--- config.mk ---
export PLATFORM = sky130hd
export DESIGN_NAME = instr_loader
export DESIGN_NICKNAME = d
export VERILOG_FILES = /design/src/rtl/instr_loader.sv
export SDC_FILE = /design/constraint.sdc
export NUM_CORES = 1
export LEC_CHECK = 0
export ABC_AREA = 1
export BUFFER_PORTS_ARGS = -buffer_cell sky130_fd_sc_hd__buf_2
export CAP_MARGIN = 10
export CORE_UTILIZATION = 45
export CTS_BUF_LIST = sky130_fd_sc_hd__clkbuf_2
export DETAILED_ROUTE_END_ITERATION = 10
export PLACE_DENSITY = 0.66
export SLEW_MARGIN = 25
export SYNTH_ARGS = -nofsm -noshare
export SYNTH_HDL_FRONTEND = slang
export SYNTH_SLANG_ARGS = --single-unit
--- constraint.sdc ---
create_clock -name clk -period 1.9 [get_ports clk]
set_clock_uncertainty 0.1 [all_clocks]
set_input_delay 0.285 -clock clk [delete_from_list [all_inputs] [get_ports clk]]
set_output_delay 0.285 -clock clk [all_outputs]
set_load 0.005 [all_outputs]
--- src/rtl/instr_loader.sv ---
// Boot-time program loader: turns a framed byte stream into 32-bit instruction-memory writes
// and holds the CPU until the whole image is written and its checksum matches.
module instr_loader #(
    parameter int ADDR_WIDTH = 9,
    parameter int DATA_WIDTH = 32
) (
    input  logic                  clk,
    input  logic                  rst_n,
    input  logic [7:0]            byte_in,
    input  logic                  byte_valid,
    output logic                  byte_ready,
    input  logic                  start,
    output logic                  mem_we,
    output logic [ADDR_WIDTH-1:0] mem_addr,
    output logic [DATA_WIDTH-1:0] mem_data,
    output logic                  cpu_hold,
    output logic                  load_done,
    output logic                  load_error
);

    localparam logic [2:0] S_CNT_HI = 3'd0;
    localparam logic [2:0] S_CNT_LO = 3'd1;
    localparam logic [2:0] S_DATA   = 3'd2;
    localparam logic [2:0] S_WRITE  = 3'd3;
    localparam logic [2:0] S_CSUM   = 3'd4;
    localparam logic [2:0] S_DONE   = 3'd5;
    localparam logic [2:0] S_ERR    = 3'd6;

    localparam logic [16:0] MAX_WORDS = 17'(1 << ADDR_WIDTH);

    logic [2:0]            r_state;
    logic [15:0]           r_cnt;
    logic [DATA_WIDTH-9:0] r_word;
    logic [1:0]            r_bcnt;
    logic [ADDR_WIDTH:0]   r_widx;
    logic [7:0]            r_csum;

    logic [2:0]            w_next;
    logic                  w_accept;
    logic [15:0]           w_cnt_new;
    logic [DATA_WIDTH-1:0] w_word_new;
    logic                  w_last_word;
    logic                  w_ready_next;

    assign w_accept    = byte_valid && byte_ready;
    assign w_cnt_new   = {r_cnt[15:8], byte_in};
    assign w_word_new  = {r_word, byte_in};
    // Index is one bit wider than the address so a full 2**ADDR_WIDTH image never wraps.
    assign w_last_word = (17'(r_widx) == (17'(r_cnt) - 17'd1));
    assign w_ready_next = (w_next == S_CNT_HI) || (w_next == S_CNT_LO) ||
                          (w_next == S_DATA)   || (w_next == S_CSUM);

    always_comb begin
        w_next = r_state;
        case (r_state)
            S_CNT_HI: if (w_accept) w_next = S_CNT_LO;
            S_CNT_LO: begin
                if (w_accept) begin
                    if (w_cnt_new == 16'd0)
                        w_next = S_CSUM;
                    else if ({1'b0, w_cnt_new} > MAX_WORDS)
                        w_next = S_ERR;
                    else
                        w_next = S_DATA;
                end
            end
            S_DATA:   if (w_accept && (r_bcnt == 2'd3)) w_next = S_WRITE;
            S_WRITE:  w_next = w_last_word ? S_CSUM : S_DATA;
            S_CSUM:   if (w_accept) w_next = (byte_in == r_csum) ? S_DONE : S_ERR;
            S_DONE,
            S_ERR:    if (start) w_next = S_CNT_HI;
            default:  w_next = S_CNT_HI;
        endcase
    end

    // All flags are derived from the next state so every output is a plain register.
    always_ff @(posedge clk or negedge rst_n) begin
        if (!rst_n) begin
            r_state    <= S_CNT_HI;
            r_cnt      <= '0;
            r_word     <= '0;
            r_bcnt     <= '0;
            r_widx     <= '0;
            r_csum     <= '0;
            byte_ready <= 1'b1;
            mem_we     <= 1'b0;
            mem_addr   <= '0;
            mem_data   <= '0;
            cpu_hold   <= 1'b1;
            load_done  <= 1'b0;
            load_error <= 1'b0;
        end else begin
            r_state    <= w_next;
            byte_ready <= w_ready_next;
            mem_we     <= (w_next == S_WRITE);
            cpu_hold   <= (w_next != S_DONE);
            load_done  <= (w_next == S_DONE);
            load_error <= (w_next == S_ERR);

            case (r_state)
                S_CNT_HI: if (w_accept) r_cnt[15:8] <= byte_in;
                S_CNT_LO: if (w_accept) r_cnt[7:0]  <= byte_in;
                S_DATA: begin
                    if (w_accept) begin
                        r_word <= w_word_new[DATA_WIDTH-9:0];
                        r_csum <= r_csum + byte_in;
                        r_bcnt <= r_bcnt + 2'd1;
                        if (r_bcnt == 2'd3) begin
                            mem_addr <= r_widx[ADDR_WIDTH-1:0];
                            mem_data <= w_word_new;
                        end
                    end
                end
                S_WRITE: r_widx <= r_widx + 1'b1;
                S_DONE,
                S_ERR: begin
                    if (start) begin
                        r_cnt  <= '0;
                        r_bcnt <= '0;
                        r_widx <= '0;
                        r_csum <= '0;
                    end
                end
                default: ;
            endcase
        end
    end

endmodule

==> results.cfg <==
[grt]
grt_max_degree = 51
grt_pass1_vias = 4158
gr-total-overflow = 0
grt_use_met2 = 0.3509
grt_pass1_wl_mm = 20.27
met3_usage = 0.03108
antenna_found_initial = 0
grt_busiest_layer = met2
track_usage = 0.2240
groute.layer.met1.usage = 0.3107

[run_status]
violations = negative setup slack
status = finished, violations left

[synthesis]
synth_ff_type = dfrtp_1
synth-simple-area-share = 0.2420
synth_edf_count = 0
synth_fp_nets = 642
yosysWarnings = 0
synth_xor_area_frac = 0.01697
synthCells = 619
syn_area_um2 = 5160
synth_seq_cells = 109
ys_async_sr_fraction = 1.000
synth_seq_area_share = 0.5291
synth_top_family_by_area = simple AND/OR/NAND/NOR gates
synth_compound_area_frac = 0.1152
syn_area_per_cell_um2 = 8.336
synth.mux.area_fraction = 0
synthAdderAreaFrac = 0.02813
ys_types = 34

[floorplanning]
rows = 38
fp.dieW_um = 109.1
ios = 58
dieArea_um2 = 11900
core_area_um2 = 10980
die_h_um = 109.1
floorplan.initialDensity = 0.4698

[power_and_ir_drop]
peakVddDrop_v = 0.0007144
power_leakage_uw = 0.003340
power.density_nw_per_um2 = 1440

[sta]
setup_viol = 1
final_max_slew_viol_count = 0
min_period_ps = 1921
hold_viol_final = 0
relSlewSlack = 0.7026
rsz0062_at_grt = yes
whs_ps = 49.75
fmax_mhz = 520.6
fin_crit_sh = 1.011
tightest_slew_ps = 446.1
timing.final.ws_setup_ps = -20.98

[drt]
vias = 4434
totalWireLength_mm = 12.32
wire_per_inst_um = 13.99
vias_per_cell = 5.033
drtIter0Drc = 246
drt_first_pass_iters = 5
ant_nets = 0
drcViolationCount = 0

[setup_path]
cp-end-kind = register
critPathArrivalTime_ps = 2400
startpoint_type = register
cp_top_family = simple AND/OR/NAND/NOR gates
cpPeakStageDelay_ps = 470
path_buf_inv = 0
crit_chain = ha_1, nor4_1, nand3_1, nand3_1, nand2_1, nor2_1, nand2_2, nand2_1, nor2_1
cp.required_ps = 2380
cp_max_fo = 3
cp_slowest_cell = dfrtp_1
crit_type = register to register

[placed_design]
pre_cts_slack_ps = -118.0
gp_congestion = 0.9102
port_buffers = 57
dpl.hpwl_mm = 8.863
placed_cell_area_um2 = 5882

[finish]
fillerInstances = 997
final_nets = 759
utilization = 0.5813
synthToLayoutAreaGrowth_pct = 23.74
num_antenna_cells = 0
fin_area_um2 = 6385
drive_above_1_share = 0.2429

[clock_network]
cts-root-buf = clkbuf_2
cts.clk_slew.worst_paths_ps = 290
cts_tree = built
cts_sinks = 109
cts_buffers = 9
ctsLongestPathBuffers = 2
insertion_delay_ps = 630
htreeDepth = 3

[run]
max-cap-violations = 0

[hold_path]
hold_path_class = primary input to async pin
tightest hold or removal path, stage by stage:
cell and delay [ps]:
dlygate4sd3_1 520, buf_4 170, buf_12 200
per-stage QoR:
step | setup TNS (ps) | total power (uW) | instances
after floorplan | 0 | 6179 | 619
after global placement | -185.3 | 7531 | 841
after detailed placement | -363.9 | 7642 | 841
after CTS | 0 | 8958 | 873
after global routing | -493.4 | 10030 | 881
final | -20.98 | 9196 | 881
what timing repair did:
action | CTS | global route
setup endpoints to repair | 5 | 41
endpoints found under the hold margin | 136 | 0
hold buffers | 12 | 0
buffers inserted | 4 | 8
pin swaps | 6 | 12
gates resized for setup | 17 | 31
synth_stat cells (3+ instances only):
library cell,count,area share
nor3_2,3,0.0058
xnor2_1,3,0.0051
a21oi_1,15,0.015
ha_1,10,0.024
xor2_1,7,0.012
nor2_4,4,0.0087
nand3_1,28,0.027
clkbuf_1,7,0.0051
dfrtp_1,107,0.52
nand2_1,180,0.13
nand2_4,3,0.0065
nor2_2,5,0.0061
inv_2,6,0.0044
o21ai_1,13,0.013
o22ai_1,8,0.0097
o21ai_0,65,0.063
a22o_1,3,0.0051
nand4_1,7,0.0085
nor2_1,43,0.031
inv_1,72,0.052
nor3_1,7,0.0068
buf_2,6,0.0058
final cells by class:
class,instances,area (um2),area share
Inverter,78,292.8,0.04586
Multi-Input combinational cell,418,2236,0.3502
Clock inverter,7,71.32,0.01117
Timing Repair Buffer,120,833.3,0.1305
Sequential cell,109,2731,0.4278
Clock buffer,9,45.04,0.007055
Tap cell,140,175.2,0.02743
routing by layer:
metal / up-vias / wire (um) / share of wire
met4: 0 / 263 / 0.021
met3: 19 / 394 / 0.032
met2: 94 / 5747 / 0.47
li1: 2233 / - / -
met1: 2088 / 5916 / 0.48
met5: - / 0 / 0
power breakdown:
group | internal (uW) | switching (uW)
Combinational | 1830 | 2430
Clock | 314 | 780
Sequential | 3220 | 635
sequential cells by signal, indices dropped and copies added (netlist names):
register	cells
byte_ready	1
cpu_hold	1
load_done	1
load_error	1
mem_addr	9
mem_data	32
mem_we	1
r_bcnt	2
r_cnt	16
r_csum	8
r_state	3
r_widx	10
r_word	24
cell usage in the layout, fill, tap and decap left out, types with 4 or more instances in the layout:
master,instances
nor2_4,7
buf_2,56
nand2_2,10
nand2_4,4
ha_1,7
nor3_1,6
o21ai_0,59
nor2_2,6
clkbuf_2,9
nor2_1,39
nand4_1,7
inv_1,70
nor3_2,4
inv_2,8
nand3_1,27
xor2_1,7
o21ai_1,16
nand2_1,169
dfrtp_1,106
dlygate4sd3_1,11
o22ai_1,8
buf_4,49
a21oi_1,12
final timing paths:
kind | startpoint | endpoint | slack, ps | cells past startpoint
max | r_csum[1]$_DFFE_PN0P_ | load_error$_DFF_PN0_ | -20 | 9
min | rst_n | r_csum[2]$_DFFE_PN0P_ | 50 | 3
max reg2reg | r_csum[1]$_DFFE_PN0P_ | load_error$_DFF_PN0_ | -20 | 9
min reg2reg | r_word[16]$_DFFE_PN0P_ | mem_data[24]$_DFFE_PN0P_ | 390 | 2
max in group asynchronous | rst_n | cpu_hold$_DFF_PN1_ | 1340 | 3
min in group clk | byte_in[6] | r_cnt[6]$_DFFE_PN0P_ | 360 | 4
kinds of logic (layout without fill, tap and decap cells):
| group | after synthesis | count (layout) |
|---|---|---|
| flops | 109 | 109 |
| compound gates | 110 | 110 |
| simple gates | 287 | 287 |
| xor+xnor | 10 | 10 |
| fa+ha+maj | 11 | 11 |
| buf+inv | 92 | 214 |
Power figures use the tool's default switching activity.
